**src/rtl/viola_pkg.sv**
```systemverilog
// Shared ROB/reservation-station constants and the wrapping tag-pointer increment.
package viola_pkg;

  localparam int unsigned TAG_W  = 3;
  localparam int unsigned XLEN   = 32;
  localparam int unsigned NO_TAG = 0;

  // Tag 0 means "no tag", so pointers wrap from max_idx back to 1.
  function automatic int unsigned ptr_inc(input int unsigned ptr, input int unsigned max_idx);
    return (ptr >= max_idx) ? 32'd1 : ptr + 32'd1;
  endfunction

endpackage

```
**src/rtl/rob_entry_array.sv**
```systemverilog
// ROB entry storage: allocation, writeback capture, head read and two operand query ports.
// Define ROB_BYPASS_EN to let queries see same-cycle writeback buses.
module rob_entry_array import viola_pkg::*; #(
  parameter int unsigned TAG_W = viola_pkg::TAG_W,
  parameter int unsigned XLEN  = viola_pkg::XLEN
) (
  input  logic             i_clk,
  input  logic             i_rst_n,
  input  logic             i_pause,
  input  logic             i_flush,
  input  logic             i_alloc,
  input  logic [TAG_W-1:0] i_alloc_tag,
  input  logic [4:0]       i_alloc_rd,
  input  logic             i_free,
  input  logic [TAG_W-1:0] i_head_tag,
  input  logic [TAG_W-1:0] i_alu_tag,
  input  logic [XLEN-1:0]  i_alu_data,
  input  logic [TAG_W-1:0] i_mem_tag,
  input  logic [XLEN-1:0]  i_mem_data,
  input  logic [TAG_W-1:0] i_query1,
  input  logic [TAG_W-1:0] i_query2,
  output logic             o_q1_ready,
  output logic [XLEN-1:0]  o_q1_data,
  output logic             o_q2_ready,
  output logic [XLEN-1:0]  o_q2_data,
  output logic             o_head_busy,
  output logic             o_head_ready,
  output logic [4:0]       o_head_rd,
  output logic [XLEN-1:0]  o_head_data
);

  localparam int unsigned ENTRIES = (1 << TAG_W) - 1;

  // Slot 0 exists only so any tag indexes safely; it is never allocated.
  logic            r_busy  [0:ENTRIES];
  logic            r_ready [0:ENTRIES];
  logic [4:0]      r_rd    [0:ENTRIES];
  logic [XLEN-1:0] r_data  [0:ENTRIES];

  always_ff @(posedge i_clk) begin
    if (!i_rst_n) begin
      for (int i = 0; i <= int'(ENTRIES); i++) begin
        r_busy[i]  <= 1'b0;
        r_ready[i] <= 1'b0;
        r_rd[i]    <= '0;
        r_data[i]  <= '0;
      end
    end else if (!i_pause) begin
      for (int i = 0; i <= int'(ENTRIES); i++) begin
        if (i_flush) begin
          r_busy[i]  <= 1'b0;
          r_ready[i] <= 1'b0;
        end else if (i_alloc && i_alloc_tag == TAG_W'(i)) begin
          r_busy[i]  <= 1'b1;
          r_ready[i] <= 1'b0;
          r_rd[i]    <= i_alloc_rd;
        end else if (i_free && i_head_tag == TAG_W'(i)) begin
          r_busy[i]  <= 1'b0;
          r_ready[i] <= 1'b0;
        end else if (r_busy[i] && i_mem_tag == TAG_W'(i)) begin
          r_ready[i] <= 1'b1;
          r_data[i]  <= i_mem_data;
        end else if (r_busy[i] && i_alu_tag == TAG_W'(i)) begin
          r_ready[i] <= 1'b1;
          r_data[i]  <= i_alu_data;
        end
      end
    end
  end

  logic [TAG_W-1:0] w_qtag [2];
  logic             w_qrdy [2];
  logic [XLEN-1:0]  w_qdat [2];

  assign w_qtag[0] = i_query1;
  assign w_qtag[1] = i_query2;

  always_comb begin
    for (int p = 0; p < 2; p++) begin
      w_qrdy[p] = 1'b0;
      w_qdat[p] = '0;
      if (w_qtag[p] == TAG_W'(NO_TAG)) begin
        w_qrdy[p] = 1'b1;
`ifdef ROB_BYPASS_EN
      end else if (w_qtag[p] == i_mem_tag) begin
        w_qrdy[p] = 1'b1;
        w_qdat[p] = i_mem_data;
      end else if (w_qtag[p] == i_alu_tag) begin
        w_qrdy[p] = 1'b1;
        w_qdat[p] = i_alu_data;
`endif
      end else if (r_busy[w_qtag[p]] && r_ready[w_qtag[p]]) begin
        w_qrdy[p] = 1'b1;
        w_qdat[p] = r_data[w_qtag[p]];
      end
    end
  end

  assign o_q1_ready   = w_qrdy[0];
  assign o_q1_data    = w_qdat[0];
  assign o_q2_ready   = w_qrdy[1];
  assign o_q2_data    = w_qdat[1];
  assign o_head_busy  = r_busy[i_head_tag];
  assign o_head_ready = r_ready[i_head_tag];
  assign o_head_rd    = r_rd[i_head_tag];
  assign o_head_data  = r_data[i_head_tag];

endmodule

```
**src/rtl/reorder_buffer.sv**
```systemverilog
// Reorder buffer top: head/tail pointers, occupancy count and registered in-order commit.
// Optional ROB_BYPASS_EN enables writeback-to-query bypass in the entry array.
module reorder_buffer import viola_pkg::*; #(
  parameter int unsigned TAG_W = viola_pkg::TAG_W,
  parameter int unsigned XLEN  = viola_pkg::XLEN
) (
  input  logic             i_clk,
  input  logic             i_rst_n,
  input  logic             i_pause,
  input  logic             i_flush,
  input  logic             i_disp_valid,
  input  logic [4:0]       i_disp_rd,
  output logic [TAG_W-1:0] o_disp_tag,
  input  logic [TAG_W-1:0] i_alu_des_in,
  input  logic [XLEN-1:0]  i_alu_data,
  input  logic [TAG_W-1:0] i_memory_des_in,
  input  logic [XLEN-1:0]  i_memory_data,
  input  logic [TAG_W-1:0] i_query1,
  input  logic [TAG_W-1:0] i_query2,
  output logic             o_q1_ready,
  output logic [XLEN-1:0]  o_q1_data,
  output logic             o_q2_ready,
  output logic [XLEN-1:0]  o_q2_data,
  output logic             o_commit_valid,
  output logic [4:0]       o_commit_rd,
  output logic [TAG_W-1:0] o_commit_tag,
  output logic [XLEN-1:0]  o_commit_data,
  output logic             o_rob_full,
  output logic             o_rob_empty
);

  localparam int unsigned ENTRIES = (1 << TAG_W) - 1;

  logic [TAG_W-1:0] r_head, r_tail, r_count, r_commit_tag;
  logic             r_full, r_empty, r_commit_valid;
  logic [4:0]       r_commit_rd;
  logic [XLEN-1:0]  r_commit_data;

  logic [TAG_W-1:0] w_head_nxt, w_tail_nxt, w_count_nxt, w_ctag_nxt;
  logic             w_full_nxt, w_empty_nxt, w_cv_nxt;
  logic [4:0]       w_crd_nxt;
  logic [XLEN-1:0]  w_cdata_nxt;

  logic             w_alloc, w_commit, w_head_busy, w_head_ready;
  logic [4:0]       w_head_rd;
  logic [XLEN-1:0]  w_head_data;

  // Registered full flag gates dispatch, so a commit never frees a slot for the same cycle.
  assign w_alloc  = i_disp_valid & ~r_full & ~i_pause & ~i_flush;
  assign w_commit = w_head_busy & w_head_ready & ~i_pause & ~i_flush;

  rob_entry_array #(
    .TAG_W (TAG_W),
    .XLEN  (XLEN)
  ) u_entries (
    .i_clk        (i_clk),
    .i_rst_n      (i_rst_n),
    .i_pause      (i_pause),
    .i_flush      (i_flush),
    .i_alloc      (w_alloc),
    .i_alloc_tag  (r_tail),
    .i_alloc_rd   (i_disp_rd),
    .i_free       (w_commit),
    .i_head_tag   (r_head),
    .i_alu_tag    (i_alu_des_in),
    .i_alu_data   (i_alu_data),
    .i_mem_tag    (i_memory_des_in),
    .i_mem_data   (i_memory_data),
    .i_query1     (i_query1),
    .i_query2     (i_query2),
    .o_q1_ready   (o_q1_ready),
    .o_q1_data    (o_q1_data),
    .o_q2_ready   (o_q2_ready),
    .o_q2_data    (o_q2_data),
    .o_head_busy  (w_head_busy),
    .o_head_ready (w_head_ready),
    .o_head_rd    (w_head_rd),
    .o_head_data  (w_head_data)
  );

  always_comb begin
    w_head_nxt  = r_head;
    w_tail_nxt  = r_tail;
    w_count_nxt = r_count;
    w_full_nxt  = r_full;
    w_empty_nxt = r_empty;
    w_cv_nxt    = r_commit_valid;
    w_crd_nxt   = r_commit_rd;
    w_ctag_nxt  = r_commit_tag;
    w_cdata_nxt = r_commit_data;
    if (!i_pause) begin
      if (i_flush) begin
        w_head_nxt  = TAG_W'(1);
        w_tail_nxt  = TAG_W'(1);
        w_count_nxt = '0;
        w_full_nxt  = 1'b0;
        w_empty_nxt = 1'b1;
        w_cv_nxt    = 1'b0;
        w_crd_nxt   = '0;
        w_ctag_nxt  = '0;
        w_cdata_nxt = '0;
      end else begin
        if (w_alloc)  w_tail_nxt = TAG_W'(ptr_inc(32'(r_tail), ENTRIES));
        if (w_commit) w_head_nxt = TAG_W'(ptr_inc(32'(r_head), ENTRIES));
        w_count_nxt = r_count + TAG_W'(w_alloc) - TAG_W'(w_commit);
        w_full_nxt  = (w_count_nxt == TAG_W'(ENTRIES));
        w_empty_nxt = (w_count_nxt == '0);
        w_cv_nxt    = w_commit;
        w_crd_nxt   = w_commit ? w_head_rd   : '0;
        w_ctag_nxt  = w_commit ? r_head      : '0;
        w_cdata_nxt = w_commit ? w_head_data : '0;
      end
    end
  end

  always_ff @(posedge i_clk) begin
    if (!i_rst_n) begin
      r_head         <= TAG_W'(1);
      r_tail         <= TAG_W'(1);
      r_count        <= '0;
      r_full         <= 1'b0;
      r_empty        <= 1'b1;
      r_commit_valid <= 1'b0;
      r_commit_rd    <= '0;
      r_commit_tag   <= '0;
      r_commit_data  <= '0;
    end else begin
      r_head         <= w_head_nxt;
      r_tail         <= w_tail_nxt;
      r_count        <= w_count_nxt;
      r_full         <= w_full_nxt;
      r_empty        <= w_empty_nxt;
      r_commit_valid <= w_cv_nxt;
      r_commit_rd    <= w_crd_nxt;
      r_commit_tag   <= w_ctag_nxt;
      r_commit_data  <= w_cdata_nxt;
    end
  end

  assign o_disp_tag     = r_tail;
  assign o_commit_valid = r_commit_valid;
  assign o_commit_rd    = r_commit_rd;
  assign o_commit_tag   = r_commit_tag;
  assign o_commit_data  = r_commit_data;
  assign o_rob_full     = r_full;
  assign o_rob_empty    = r_empty;

endmodule

```
**config.mk**
```make
export PLATFORM = sky130hd
export DESIGN_NAME = reorder_buffer
export DESIGN_NICKNAME = d
export VERILOG_FILES = /design/src/rtl/viola_pkg.sv /design/src/rtl/rob_entry_array.sv /design/src/rtl/reorder_buffer.sv
export SDC_FILE = /design/constraint.sdc
export NUM_CORES = 1
export LEC_CHECK = 0
export CORE_UTILIZATION = 45
export CTS_CLUSTER_SIZE = 30
export DETAILED_ROUTE_END_ITERATION = 8
export GPL_TIMING_DRIVEN = 0
export SYNTH_ARGS = -nofsm -noshare
export SYNTH_HDL_FRONTEND = slang
export SYNTH_SLANG_ARGS = --single-unit
```
**constraint.sdc**
```tcl
create_clock -name i_clk -period 12.1 [get_ports i_clk]
set_input_delay 1.21 -clock i_clk [delete_from_list [all_inputs] [get_ports i_clk]]
set_output_delay 1.21 -clock i_clk [all_outputs]
set_load 0.05 [all_outputs]
```
==> flow_metrics.py <==
metrics = {
    "outcome": {
        "status": "completed",
    },
    "timing": {
        "post-route-period-util_pct": 58.9,
        "fin_tns_setup_ns": 0,
        "setup_violations": 0,
        "maxSlewViolCount": 0,
        "max_freq_mhz": 140,
        "worstMarginPinSlew_ns": 1.45,
        "grt_setup_unrepaired": "false",
        "hold_viol": 0,
        "fin_crit_ns": 7.13,
        "skew_ns": 0.0144,
        "maxSlewHeadroom_pct": 3.07,
    },
    "setup_path": {
        "worstReg2RegEnd": "u_entries.r_data[0][9]",
        "reg2reg_slack_ns": 8.31,
        "r2r-start": "u_entries.r_busy[0]",
        "crit_type": "in2out",
        "arrival_ns": 5.92,
        "start_kind": "input port",
        "endpoint_kind": "output pin",
        "slowest_stage": "buf_1",
        "cp_max_fo": 10,
        "reg2reg_depth": 7,
        "path_cells": "clkdlybuf4s50_1 > buf_1 > clkbuf_1 > buf_1 > a21oi_1 > nor2_1 > clkdlybuf4s50_1",
        "critPathMaxStageDelay_ns": 1.04,
        "required_ns": 10.89,
    },
    "synth": {
        "synth-edff-count": 302,
        "syn_area_mm2": 0.0222,
        "synth-async-reset-ratio_pct": 0,
        "ys_warn_count": 0,
        "avgSynthCellArea_um2": 11.5,
        "synth_flop_cell": "edfxtp_1",
        "yosysMostFrequentCell": "edfxtp_1",
        "ys_ff_latch": 367,
        "ys_top_cells_by_count": "302 x edfxtp_1, 277 x nor2_1, 206 x nand2_1, 168 x mux2i_1, 162 x a22oi_1",
        "ys_seq_area_share_pct": 46.6,
        "syn_nets": 2039,
        "synth_top_cell_area_share_pct": 40.8,
        "ys_types": 62,
        "yosys-top-cells-area": "edfxtp_1 41%, mux4_2 14%, mux2i_1 7.6%",
        "synth.largest_area_cell": "edfxtp_1",
        "synth_cells": 1938,
    },
    "layout": {
        "area_growth_pct": 19.3,
        "fillers": 4298,
        "fin_nets": 2283,
        "instances_no_fill": 2880,
        "layout-drive-gt1-share_pct": 15.8,
    },
    "power_and_ir_drop": {
        "p_per_area_mw_per_mm2": 116,
        "p_leak_nw": 9.12,
        "max-vdd-ir-drop_v": 0.000108,
    },
    "clocking": {
        "cts_hold_buffers": 0,
        "clock_path_buffers": 3,
        "tritoncts.num_buffers": 42,
        "clkSinkCount": 367,
        "root_buffer": "clkbuf_16",
        "clkLatencyLatePin_ns": 0.59,
        "cts_resized": 0,
        "cts_max_level": 2,
        "cts_setup_buffers": 0,
        "clkSlewWorstSetupHoldPaths_ns": 0.06,
        "tritoncts": "built",
    },
    "hold_path": {
        "hold_path_depth": 2,
        "hold-path-endpoint": "u_entries.r_ready[1]",
        "hold_path.startpoint": "u_entries.r_ready[1]",
        "hp-class": "reg2reg",
    },
    "placed_design": {
        "globalplace.congestion": 0.937,
        "portBuffers": 188,
        "dp_cells": 2802,
        "dpl.hpwl_mm": 61.7,
    },
    "global_route": {
        "use_met1_pct": 46.0,
        "grt_pass1_vias": 18900,
        "grt_pass1_wl_mm": 129,
        "use_met3_pct": 8.83,
        "gr-total-overflow": 0,
        "antenna_found_initial": 2,
        "grtUsageTotal_pct": 36.0,
        "top_usage_layer": "met2",
        "met2_usage_pct": 55.5,
        "grt_max_degree": 24,
    },
    "flow_run": {
        "maxCapViolCount": 0,
    },
    "die": {
        "die_h_um": 224,
        "start_util_pct": 45.5,
        "pin_count": 198,
        "die_w_um": 224,
        "die_area_mm2": 0.0503,
        "coreArea_mm2": 0.0488,
        "placementRows": 81,
    },
    "detailed_routing": {
        "drcViolationCount": 0,
        "vias": 19200,
        "drt_iter0_drc": 2973,
        "first_pass_iters": 6,
        "ant_nets": 0,
        "wl_per_cell_um": 31.4,
        "viasPerCell": 6.67,
        "routed_wl_mm": 90.5,
    },
}
## cell usage in the layout, fill, tap and decap left out, types with 3 or more instances in the layout
master and n:
edfxtp_1 302, nor2_1 277, nand2_1 203, clkdlybuf4s50_1 188, mux2i_1 168, a22oi_1 162
mux4_2 142, clkbuf_1 120, a21oi_1 71, mux2_2 65, dfxtp_1 65, nand3_1 61
clkbuf_16 45, o31ai_1 42, buf_2 36, o21ai_0 36, and2_1 34, buf_1 21
inv_1 19, ha_1 14, nor3_1 12, nor2b_1 10, clkinv_2 9, buf_6 8
buf_4 8, nor3b_1 5, buf_12 5, nand2b_1 4, and3_1 4, or2_2 4
o21ai_4 4, a31oi_1 4, nand4_1 4, clkinv_1 4, nand3b_1 3, o22ai_1 3
nand2_2 3, a32oi_1 3
## report_power, final
group          leakage, nW  internal [mW]  switching (mW)
registers             3.63           1.41          0.0317
logic                 4.84          0.135           0.226
clock network        0.652          0.729           0.545
total                 9.12           2.28           0.802
## sequential cells by signal (all words and copies together) (netlist names), named ones only
name and cells:
r_head 3, u_entries.r_rd 40, o_commit_valid 1, o_commit_tag 3, o_commit_data 32, r_count 3
u_entries.r_ready 8, o_rob_empty 1, o_disp_tag 3, u_entries.r_busy 8, o_rob_full 1, u_entries.r_data 256
o_commit_rd 5
## worst max-delay path: cells and delay by family
kind	cells	cell delay, ns
AO/OA/AOI/OAI	1	0.19
buffers and inverters	5	4.22
AND/OR/NAND/NOR	1	0.29
## logic make-up (layout without fill, tap and decap cells)
family / after synthesis / after routing / synth area share (%)
buf+inv: 194 / 471 / 3.80
mux: 378 / 378 / 25.5
xor+xnor: 2 / 2 / 0.0788
flops: 367 / 367 / 46.6
simple gates: 636 / 636 / 12.3
compound gates: 346 / 346 / 10.7
fa+ha+maj: 15 / 15 / 0.878
other cells: 0 / 1 / 0
## metrics by stage
| stage | total power, mW | setup slack (ns) | utilization, % | area [um^2] | hold slack, ns |
|---|---|---|---|---|---|
| after floorplan | 1.65 | 6.12 | - | 22200 | 0.437 |
| after global placement | 1.81 | 1.76 | 51.1 | 24900 | 0.455 |
| after detailed placement | 1.82 | 5.19 | 51.6 | 25200 | 0.459 |
| after CTS | 3.06 | 5.16 | 54.3 | 26500 | 0.467 |
| after global routing | 3.13 | 4.96 | 54.3 | 26500 | 0.491 |
| final | 3.08 | 4.97 | 54.3 | 26500 | 0.474 |
## how the worst max path moves through the flow
stage	startpoint	end	slack (ns)	depth (start not counted)
finish	i_query1[1]	o_q1_data[0]	4.97	7
global route	i_query1[1]	o_q1_data[16]	4.96	7
CTS	i_query1[1]	o_q1_data[4]	5.16	7
detailed placement	i_query1[1]	o_q1_data[4]	5.19	7
global placement	i_flush	u_entries.r_data[4][16]	1.76	4
floorplan	i_memory_des_in[2]	u_entries.r_data[4][0]	6.12	5
## area by class of cell
class / count / area, um^2 / area share [%]
antenna: 1 / 2.50 / 0.00943
timing repair buffer: 200 / 2070 / 7.82
multi-input combinational: 1377 / 11100 / 41.8
clock buffer: 60 / 1190 / 4.49
buffer: 174 / 769 / 2.90
inverter: 20 / 75.1 / 0.283
tap: 664 / 831 / 3.13
clock inverter: 17 / 136 / 0.514
sequential: 367 / 10400 / 39.1
## metal layers
metal | part of all wire (%) | vias to the layer above | routed length [um]
met3 | 12 | 346 | 11000
met5 | 0.064 | - | 58
met4 | 6.2 | 2 | 5580
met2 | 45 | 1508 | 40700
met1 | 37 | 9453 | 33200
li1 | - | 7893 | -
No activity file was read; power rests on OpenSTA's default activity.
